===== src/rtl/rv_ctrl_pkg.sv =====
// ============================================================================
// Module   : rv_ctrl_pkg
// Purpose  : State encoding, opcodes, datapath select codes and trap causes
//            shared by the multi-cycle control FSM and datapath muxes.
// Revision : 1.0
// ============================================================================
`default_nettype none

package rv_ctrl_pkg;

  typedef enum logic [2:0] {
    FETCH  = 3'd0,
    DECODE = 3'd1,
    EXEC   = 3'd2,
    MEM    = 3'd3,
    WB     = 3'd4,
    TRAP   = 3'd5
  } state_t;

  localparam logic [6:0] c_op_rtype  = 7'b0110011;
  localparam logic [6:0] c_op_ialu   = 7'b0010011;
  localparam logic [6:0] c_op_load   = 7'b0000011;
  localparam logic [6:0] c_op_store  = 7'b0100011;
  localparam logic [6:0] c_op_branch = 7'b1100011;
  localparam logic [6:0] c_op_jal    = 7'b1101111;
  localparam logic [6:0] c_op_jalr   = 7'b1100111;
  localparam logic [6:0] c_op_lui    = 7'b0110111;
  localparam logic [6:0] c_op_auipc  = 7'b0010111;

  localparam logic [1:0] c_pc_plus4  = 2'b00;
  localparam logic [1:0] c_pc_branch = 2'b01;
  localparam logic [1:0] c_pc_alu    = 2'b10;

  localparam logic [1:0] c_alua_rs1  = 2'b00;
  localparam logic [1:0] c_alua_pc   = 2'b01;
  localparam logic [1:0] c_alua_zero = 2'b10;

  localparam logic [1:0] c_alub_rs2  = 2'b00;
  localparam logic [1:0] c_alub_imm  = 2'b01;
  localparam logic [1:0] c_alub_four = 2'b10;

  localparam logic [1:0] c_wb_alu    = 2'b00;
  localparam logic [1:0] c_wb_load   = 2'b10;
  localparam logic [1:0] c_wb_link   = 2'b11;

  localparam logic [1:0] c_cause_none    = 2'b00;
  localparam logic [1:0] c_cause_illegal = 2'b01;
  localparam logic [1:0] c_cause_imem    = 2'b10;
  localparam logic [1:0] c_cause_dmem    = 2'b11;

  function automatic logic is_legal_opcode(input logic [6:0] op);
    case (op)
      c_op_rtype, c_op_ialu, c_op_load, c_op_store, c_op_branch,
      c_op_jal, c_op_jalr, c_op_lui, c_op_auipc: return 1'b1;
      default:                                   return 1'b0;
    endcase
  endfunction

endpackage

`default_nettype wire


===== src/rtl/rv_mem_wait_timer.sv =====
// ============================================================================
// Module   : rv_mem_wait_timer
// Purpose  : Counts cycles spent waiting on a memory ready and flags expiry.
// Revision : 1.0
// ============================================================================
`default_nettype none

module rv_mem_wait_timer
  import rv_ctrl_pkg::*;
#(
  parameter int unsigned TIMEOUT_CYCLES = 0
) (
  input  logic clk,
  input  logic rst_n,
  input  logic clr,
  input  logic active,
  input  logic ready,
  output logic expired
);

  localparam int unsigned c_cnt_w   = (TIMEOUT_CYCLES > 1) ? $clog2(TIMEOUT_CYCLES) : 1;
  localparam int unsigned c_lim_int = (TIMEOUT_CYCLES == 0) ? 0 : TIMEOUT_CYCLES - 1;
  localparam logic [c_cnt_w-1:0] c_limit  = c_cnt_w'(c_lim_int);
  localparam logic               c_enable = (TIMEOUT_CYCLES != 0);

  logic [c_cnt_w-1:0] r_cnt;

  always_ff @(posedge clk or negedge rst_n) begin
    if (!rst_n)
      r_cnt <= '0;
    else if (clr)
      r_cnt <= '0;
    else if (active && !ready)
      r_cnt <= r_cnt + 1'b1;
  end

  // Fires on the last permitted wait cycle so the FSM leaves on the next edge;
  // a ready in that same cycle suppresses it.
  assign expired = c_enable && active && !ready && (r_cnt == c_limit);

endmodule

`default_nettype wire


===== src/rtl/rv_multicycle_ctrl.sv =====
// ============================================================================
// Module   : rv_multicycle_ctrl
// Purpose  : RV32I multi-cycle control FSM (FETCH/DECODE/EXEC/MEM/WB/TRAP).
// Revision : 1.0
// ============================================================================
`default_nettype none

module rv_multicycle_ctrl
  import rv_ctrl_pkg::*;
#(
  parameter int unsigned TIMEOUT_CYCLES = 0,
  parameter int unsigned RET_CNT_W      = 32
) (
  input  logic                 clk,
  input  logic                 rst_n,
  input  logic [31:0]          instr,
  input  logic                 branch_taken,
  input  logic                 imem_ready,
  input  logic                 dmem_ready,
  output logic                 imem_req,
  output logic                 dmem_re,
  output logic                 dmem_we,
  output logic                 ir_we,
  output logic                 pc_we,
  output logic                 rf_we,
  output logic [1:0]           pc_sel,
  output logic [1:0]           alu_a_sel,
  output logic [1:0]           alu_b_sel,
  output logic [1:0]           wb_sel,
  output logic                 trap,
  output logic [1:0]           trap_cause,
  output logic [RET_CNT_W-1:0] retired
);

  state_t               r_state;
  state_t               w_next;
  logic [6:0]           r_opcode;
  logic [1:0]           r_cause;
  logic [1:0]           w_new_cause;
  logic [RET_CNT_W-1:0] r_retired;
  logic                 w_retire;
  logic                 w_expired;
  logic                 w_wait_active;
  logic                 w_wait_ready;
  logic                 w_is_load;
  logic                 w_is_store;
  logic                 w_unused;

  assign w_unused      = ^instr[31:7];
  assign w_is_load     = (r_opcode == c_op_load);
  assign w_is_store    = (r_opcode == c_op_store);
  assign w_wait_active = (r_state == FETCH) || (r_state == MEM);
  assign w_wait_ready  = (r_state == FETCH) ? imem_ready : dmem_ready;

  rv_mem_wait_timer #(
    .TIMEOUT_CYCLES (TIMEOUT_CYCLES)
  ) u_wait_timer (
    .clk     (clk),
    .rst_n   (rst_n),
    .clr     (w_next != r_state),
    .active  (w_wait_active),
    .ready   (w_wait_ready),
    .expired (w_expired)
  );

  always_ff @(posedge clk or negedge rst_n) begin
    if (!rst_n) begin
      r_state   <= FETCH;
      r_opcode  <= 7'd0;
      r_cause   <= c_cause_none;
      r_retired <= '0;
    end else begin
      r_state <= w_next;
      if (r_state == FETCH && imem_ready)
        r_opcode <= instr[6:0];
      if (w_next == TRAP && r_state != TRAP)
        r_cause <= w_new_cause;
      if (w_retire)
        r_retired <= r_retired + 1'b1;
    end
  end

  always_comb begin
    w_next      = r_state;
    w_retire    = 1'b0;
    w_new_cause = c_cause_none;
    case (r_state)
      FETCH: begin
        if (imem_ready) begin
          w_next = DECODE;
        end else if (w_expired) begin
          w_next      = TRAP;
          w_new_cause = c_cause_imem;
        end
      end
      DECODE: begin
        if (is_legal_opcode(r_opcode)) begin
          w_next = EXEC;
        end else begin
          w_next      = TRAP;
          w_new_cause = c_cause_illegal;
        end
      end
      EXEC: begin
        if (r_opcode == c_op_branch) begin
          w_next   = FETCH;
          w_retire = 1'b1;
        end else if (w_is_load || w_is_store) begin
          w_next = MEM;
        end else begin
          w_next = WB;
        end
      end
      MEM: begin
        if (dmem_ready) begin
          w_next   = w_is_store ? FETCH : WB;
          w_retire = w_is_store;
        end else if (w_expired) begin
          w_next      = TRAP;
          w_new_cause = c_cause_dmem;
        end
      end
      WB: begin
        w_next   = FETCH;
        w_retire = 1'b1;
      end
      TRAP:    w_next = TRAP;
      default: w_next = FETCH;
    endcase
  end

  // Outputs are forced quiet while rst_n is low so no request escapes during reset.
  always_comb begin
    imem_req  = 1'b0;
    dmem_re   = 1'b0;
    dmem_we   = 1'b0;
    ir_we     = 1'b0;
    pc_we     = 1'b0;
    rf_we     = 1'b0;
    pc_sel    = c_pc_plus4;
    alu_a_sel = c_alua_rs1;
    alu_b_sel = c_alub_rs2;
    wb_sel    = c_wb_alu;
    if (rst_n) begin
      case (r_state)
        FETCH: begin
          imem_req = 1'b1;
          ir_we    = imem_ready;
          pc_we    = imem_ready;
        end
        EXEC: begin
          case (r_opcode)
            c_op_ialu, c_op_load, c_op_store: alu_b_sel = c_alub_imm;
            c_op_jalr: begin
              alu_b_sel = c_alub_imm;
              pc_we     = 1'b1;
              pc_sel    = c_pc_alu;
            end
            c_op_auipc: begin
              alu_a_sel = c_alua_pc;
              alu_b_sel = c_alub_imm;
            end
            c_op_lui: begin
              alu_a_sel = c_alua_zero;
              alu_b_sel = c_alub_imm;
            end
            c_op_branch: begin
              pc_we  = branch_taken;
              pc_sel = branch_taken ? c_pc_branch : c_pc_plus4;
            end
            c_op_jal: begin
              pc_we  = 1'b1;
              pc_sel = c_pc_branch;
            end
            default: ;
          endcase
        end
        MEM: begin
          dmem_re   = w_is_load;
          dmem_we   = w_is_store;
          alu_b_sel = c_alub_imm;
        end
        WB: begin
          rf_we = 1'b1;
          if (w_is_load)
            wb_sel = c_wb_load;
          else if (r_opcode == c_op_jal || r_opcode == c_op_jalr)
            wb_sel = c_wb_link;
        end
        default: ;
      endcase
    end
  end

  assign trap       = (r_state == TRAP);
  assign trap_cause = r_cause;
  assign retired    = r_retired;

endmodule

`default_nettype wire


===== config.mk =====
export PLATFORM = sky130hd
export DESIGN_NAME = rv_multicycle_ctrl
export DESIGN_NICKNAME = d
export VERILOG_FILES = /design/src/rtl/rv_ctrl_pkg.sv /design/src/rtl/rv_mem_wait_timer.sv /design/src/rtl/rv_multicycle_ctrl.sv
export SDC_FILE = /design/constraint.sdc
export NUM_CORES = 1
export LEC_CHECK = 0
export CAP_MARGIN = 20
export CELL_PAD_IN_SITES_DETAIL_PLACEMENT = 2
export CELL_PAD_IN_SITES_GLOBAL_PLACEMENT = 2
export CORE_MARGIN = 3
export CORE_UTILIZATION = 28
export CTS_CLUSTER_SIZE = 16
export DETAILED_ROUTE_END_ITERATION = 16
export PLACE_DENSITY = 0.94
export SETUP_SLACK_MARGIN = 0.02
export SYNTH_ARGS = -nofsm -noshare
export SYNTH_HDL_FRONTEND = slang
export SYNTH_SLANG_ARGS = --single-unit

===== constraint.sdc =====
create_clock -name clk -period 7.1 [get_ports clk]
set_clock_uncertainty 0.2 [all_clocks]
set_input_delay 1.775 -clock clk [delete_from_list [all_inputs] [get_ports clk]]
set_output_delay 1.775 -clock clk [all_outputs]
set_load 0.01 [all_outputs]

==> run_results.csv <==
group,metric,value,unit
outcome,run_status,"complete, no violations",
die,placement_rows,32,
logic_synthesis,ys.flop_type,"dfrtp_1",
drt,routed_wirelength,6500,um
grt,gr-total-overflow,0,
sta,relative_slew_slack,53.2,%
worst_setup_path,timing.critical_path.mode_cell,"clkdlybuf4s50_1",
sta,hold-worst-slack,272,ps
layout,antennaDiodeCount,0,
sta,grt_setup_unrepaired,"no",
die,pin_count,86,
clock_tree,post_cts_resized,0,
layout,finalNetCount,321,
hold_path,min_path_type,"register to register",
worst_setup_path,critical_path_cell_sequence,"clkdlybuf4s50_1, and3_1, and2_1, clkdlybuf4s50_1",
logic_synthesis,synth_top_cell_by_area,"dfrtp_1",
worst_setup_path,critical-path-max-stage-delay,540,ps
die,die-width,96.0,um
logic_synthesis,synthCells,226,
die,core-area,7810,sq um
grt,antenna_violations_before_repair,0,
logic_synthesis,synthDistinctLibCells,43,
die,die_area,9220,sq um
logic_synthesis,postSynthAreaPerCell,10.0,sq um
sta,tightestPinTransition,702,ps
logic_synthesis,synth_edf_count,0,
sta,timing.final.crit_share,76.0,%
worst_setup_path,maximum_fanout_count_along_the_critical_path,14,
placement,placedCellCount,378,
drt,average_routed_wire_per_standard_cell,16.9,um
placement,place_hpwl,5030,um
clock_tree,cts-buffers-inserted,5,
clock_tree,holdBufCountCts,0,
logic_synthesis,synth.top_cells.by_area,"dfrtp_1 (47%), xnor2_1 (9.3%), nand2_1 (4.3%)",
layout,synthToLayoutAreaGrowth,33.6,%
placement,portBuffers,58,
power_and_ir_drop,cell_leakage_power,0.00120,uW
layout,final_core_util,38.8,%
job,cap_violations,0,
worst_setup_path,timing.setup.critical_path_class,"input port to output port",
logic_synthesis,sequential_share_of_the_synthesized_area,47.4,%
sta,timing.final.max_slew_violations,0,
power_and_ir_drop,cellPowerDensity,146,nW/um^2
clock_tree,post_cts.repair.setup_buffers,0,
grt,grt_pass1_vias,2078,
clock_tree,root_buffer,"clkbuf_8",
grt,grt_start_max_net_pins,39,
drt,drcViolationCount,0,
worst_setup_path,type_of_destination_of_the_critical_path,"output port",
logic_synthesis,synthMostInstantiatedCell,"dfrtp_1",
logic_synthesis,post_synth_instance_area,2270,sq um
logic_synthesis,async_flop_share,100,%
drt,ant_nets,0,
placement,finalWeightedCongestion,0.861,
power_and_ir_drop,power.ir.vdd_worst,0.0686,mV
worst_setup_path,slowest_stage_cell_cp,"clkdlybuf4s50_1",
clock_tree,htree_num_levels,2,
sta,finalHoldViolations,0,
logic_synthesis,synth-warning-count,0,
sta,fmaxAchievable,185,MHz
clock_tree,clock_insertion_delay_worst_skew,290,ps
worst_setup_path,required,5120,ps
drt,route.detailed.vias_per_inst,4.94,
worst_setup_path,type_of_element_launching_the_critical_path,"input port",
clock_tree,cts.path.max_buffers,2,
layout,final_cell_count_no_fill,385,
drt,number_of_drc_markers_after_the_initial_detailed_route_iteration,31,
sta,min_period,5400,ps
grt,grt.total_usage,14.8,%
die,effective_utilization_at_floorplan,29.1,%
sta,final-setup-viol-count,0,
drt,drt_pass1_iterations,4,
logic_synthesis,yosys.area.top_type_share,47.4,%
clock_tree,clkSlewWorstSetupHoldPaths,80,ps
clock_tree,clock_sink_count,43,
die,vert_die_dim,96.0,um
logic_synthesis,postSynthRegisterBits,43,
logic_synthesis,commonest_cells_in_the_synthesized_netlist,"dfrtp_1 (43), nand2_1 (26), xnor2_1 (24)",
sta,totalNegativeSetupSlack,0,ps
drt,route.vias.total,1903,
grt,grt_pass1_wl,10700,um
clock_tree,clock_tree_from_tritoncts,"yes",
layout,final_layout_size_suffix_gt1_share,7.77,%
worst_setup_path,critPathArrivalTime,3420,ps
## stage by stage
step	instance area [sq um]	power, uW	setup slack, ps
floorplan	2270	251	2560
global placement	2930	262	1670
detailed placement	2930	263	1680
CTS	3030	450	1670
global route	3030	461	1580
finish	3030	442	1700
## worst max-delay path: cells and delay by family
kind,cells,cell delay [ps]
buffers and inverters,2,990
AND/OR/NAND/NOR,2,660
## kinds of logic (layout without fill, tap and decap cells)
kind of cell / count (synthesis) / after routing / synth area share [%]
compound gates: 24 / 24 / 8.00
mux: 3 / 3 / 1.49
simple gates: 104 / 104 / 26.3
fa+ha+maj: 2 / 2 / 0.993
buf+inv: 18 / 74 / 3.70
other cells: 1 / 2 / 0.165
flops: 43 / 43 / 47.4
xor+xnor: 31 / 31 / 12.0
## cells in the final DEF, fill, tap and decap left out, types with 2 or more instances in the layout
master / Yosys / layout
clkdlybuf4s50_1: 0 / 57
dfrtp_1: 43 / 43
nand2_1: 26 / 26
xnor2_1: 24 / 24
nand3_1: 13 / 13
nor2_1: 11 / 11
and3_1: 10 / 10
nand4_1: 10 / 10
inv_1: 8 / 8
o21ai_0: 7 / 7
and2_1: 7 / 7
xor2_1: 7 / 7
a21oi_1: 6 / 6
and4_1: 5 / 5
clkbuf_8: 0 / 5
nor3_1: 4 / 4
mux2_2: 3 / 3
and3b_1: 2 / 2
nor2b_1: 2 / 2
nand2b_1: 2 / 2
nor4b_1: 2 / 2
or4_4: 2 / 2
or3_1: 2 / 2
a211oi_2: 2 / 2
nor4_2: 2 / 2
conb_1: 1 / 2
## area by class of cell
cell class / instances / area (sq um)
Clock inverter: 1 / 30.0
Fill cell: 870 / 4780
Sequential cell: 43 / 1080
Inverter: 8 / 30.0
Clock buffer: 6 / 72.6
Tap cell: 102 / 128
Multi-Input combinational cell: 166 / 1110
Timing Repair Buffer: 59 / 583
## power breakdown
part | internal (uW) | switching [uW] | total, uW
combinational | 5.57 | 7.13 | 12.7
sequential | 245 | 0 | 245
clock | 103 | 81.9 | 185
total | 353 | 89.0 | 442
## per-layer routing
layer | vias to the layer above | global-route usage (%) | wire length [um]
met5 | - | 0 | 0
met4 | 0 | 3.91 | 56
met3 | 4 | 2.81 | 237
met2 | 40 | 25.9 | 3310
met1 | 960 | 18.6 | 2900
li1 | 899 | - | -
## registers in the layout, summed over array words and instances, names as in the netlist
| name | flops |
|---|---|
| r_state | 3 |
| retired | 32 |
| trap_cause | 1 |
| r_opcode | 7 |
## worst paths after layout
check	start	to	slack (ps)	depth (start not counted)
min	trap_cause[0]	trap_cause[0]	270	2
max	imem_ready	ir_we	1700	4
min reg2reg	trap_cause[0]	trap_cause[0]	270	2
max reg2reg	r_opcode[2]	retired[31]	4340	5
min in group asynchronous	rst_n	r_opcode[3]	1150	1
max in group asynchronous	rst_n	retired[17]	4790	2
Power figures use the tool's default switching activity.
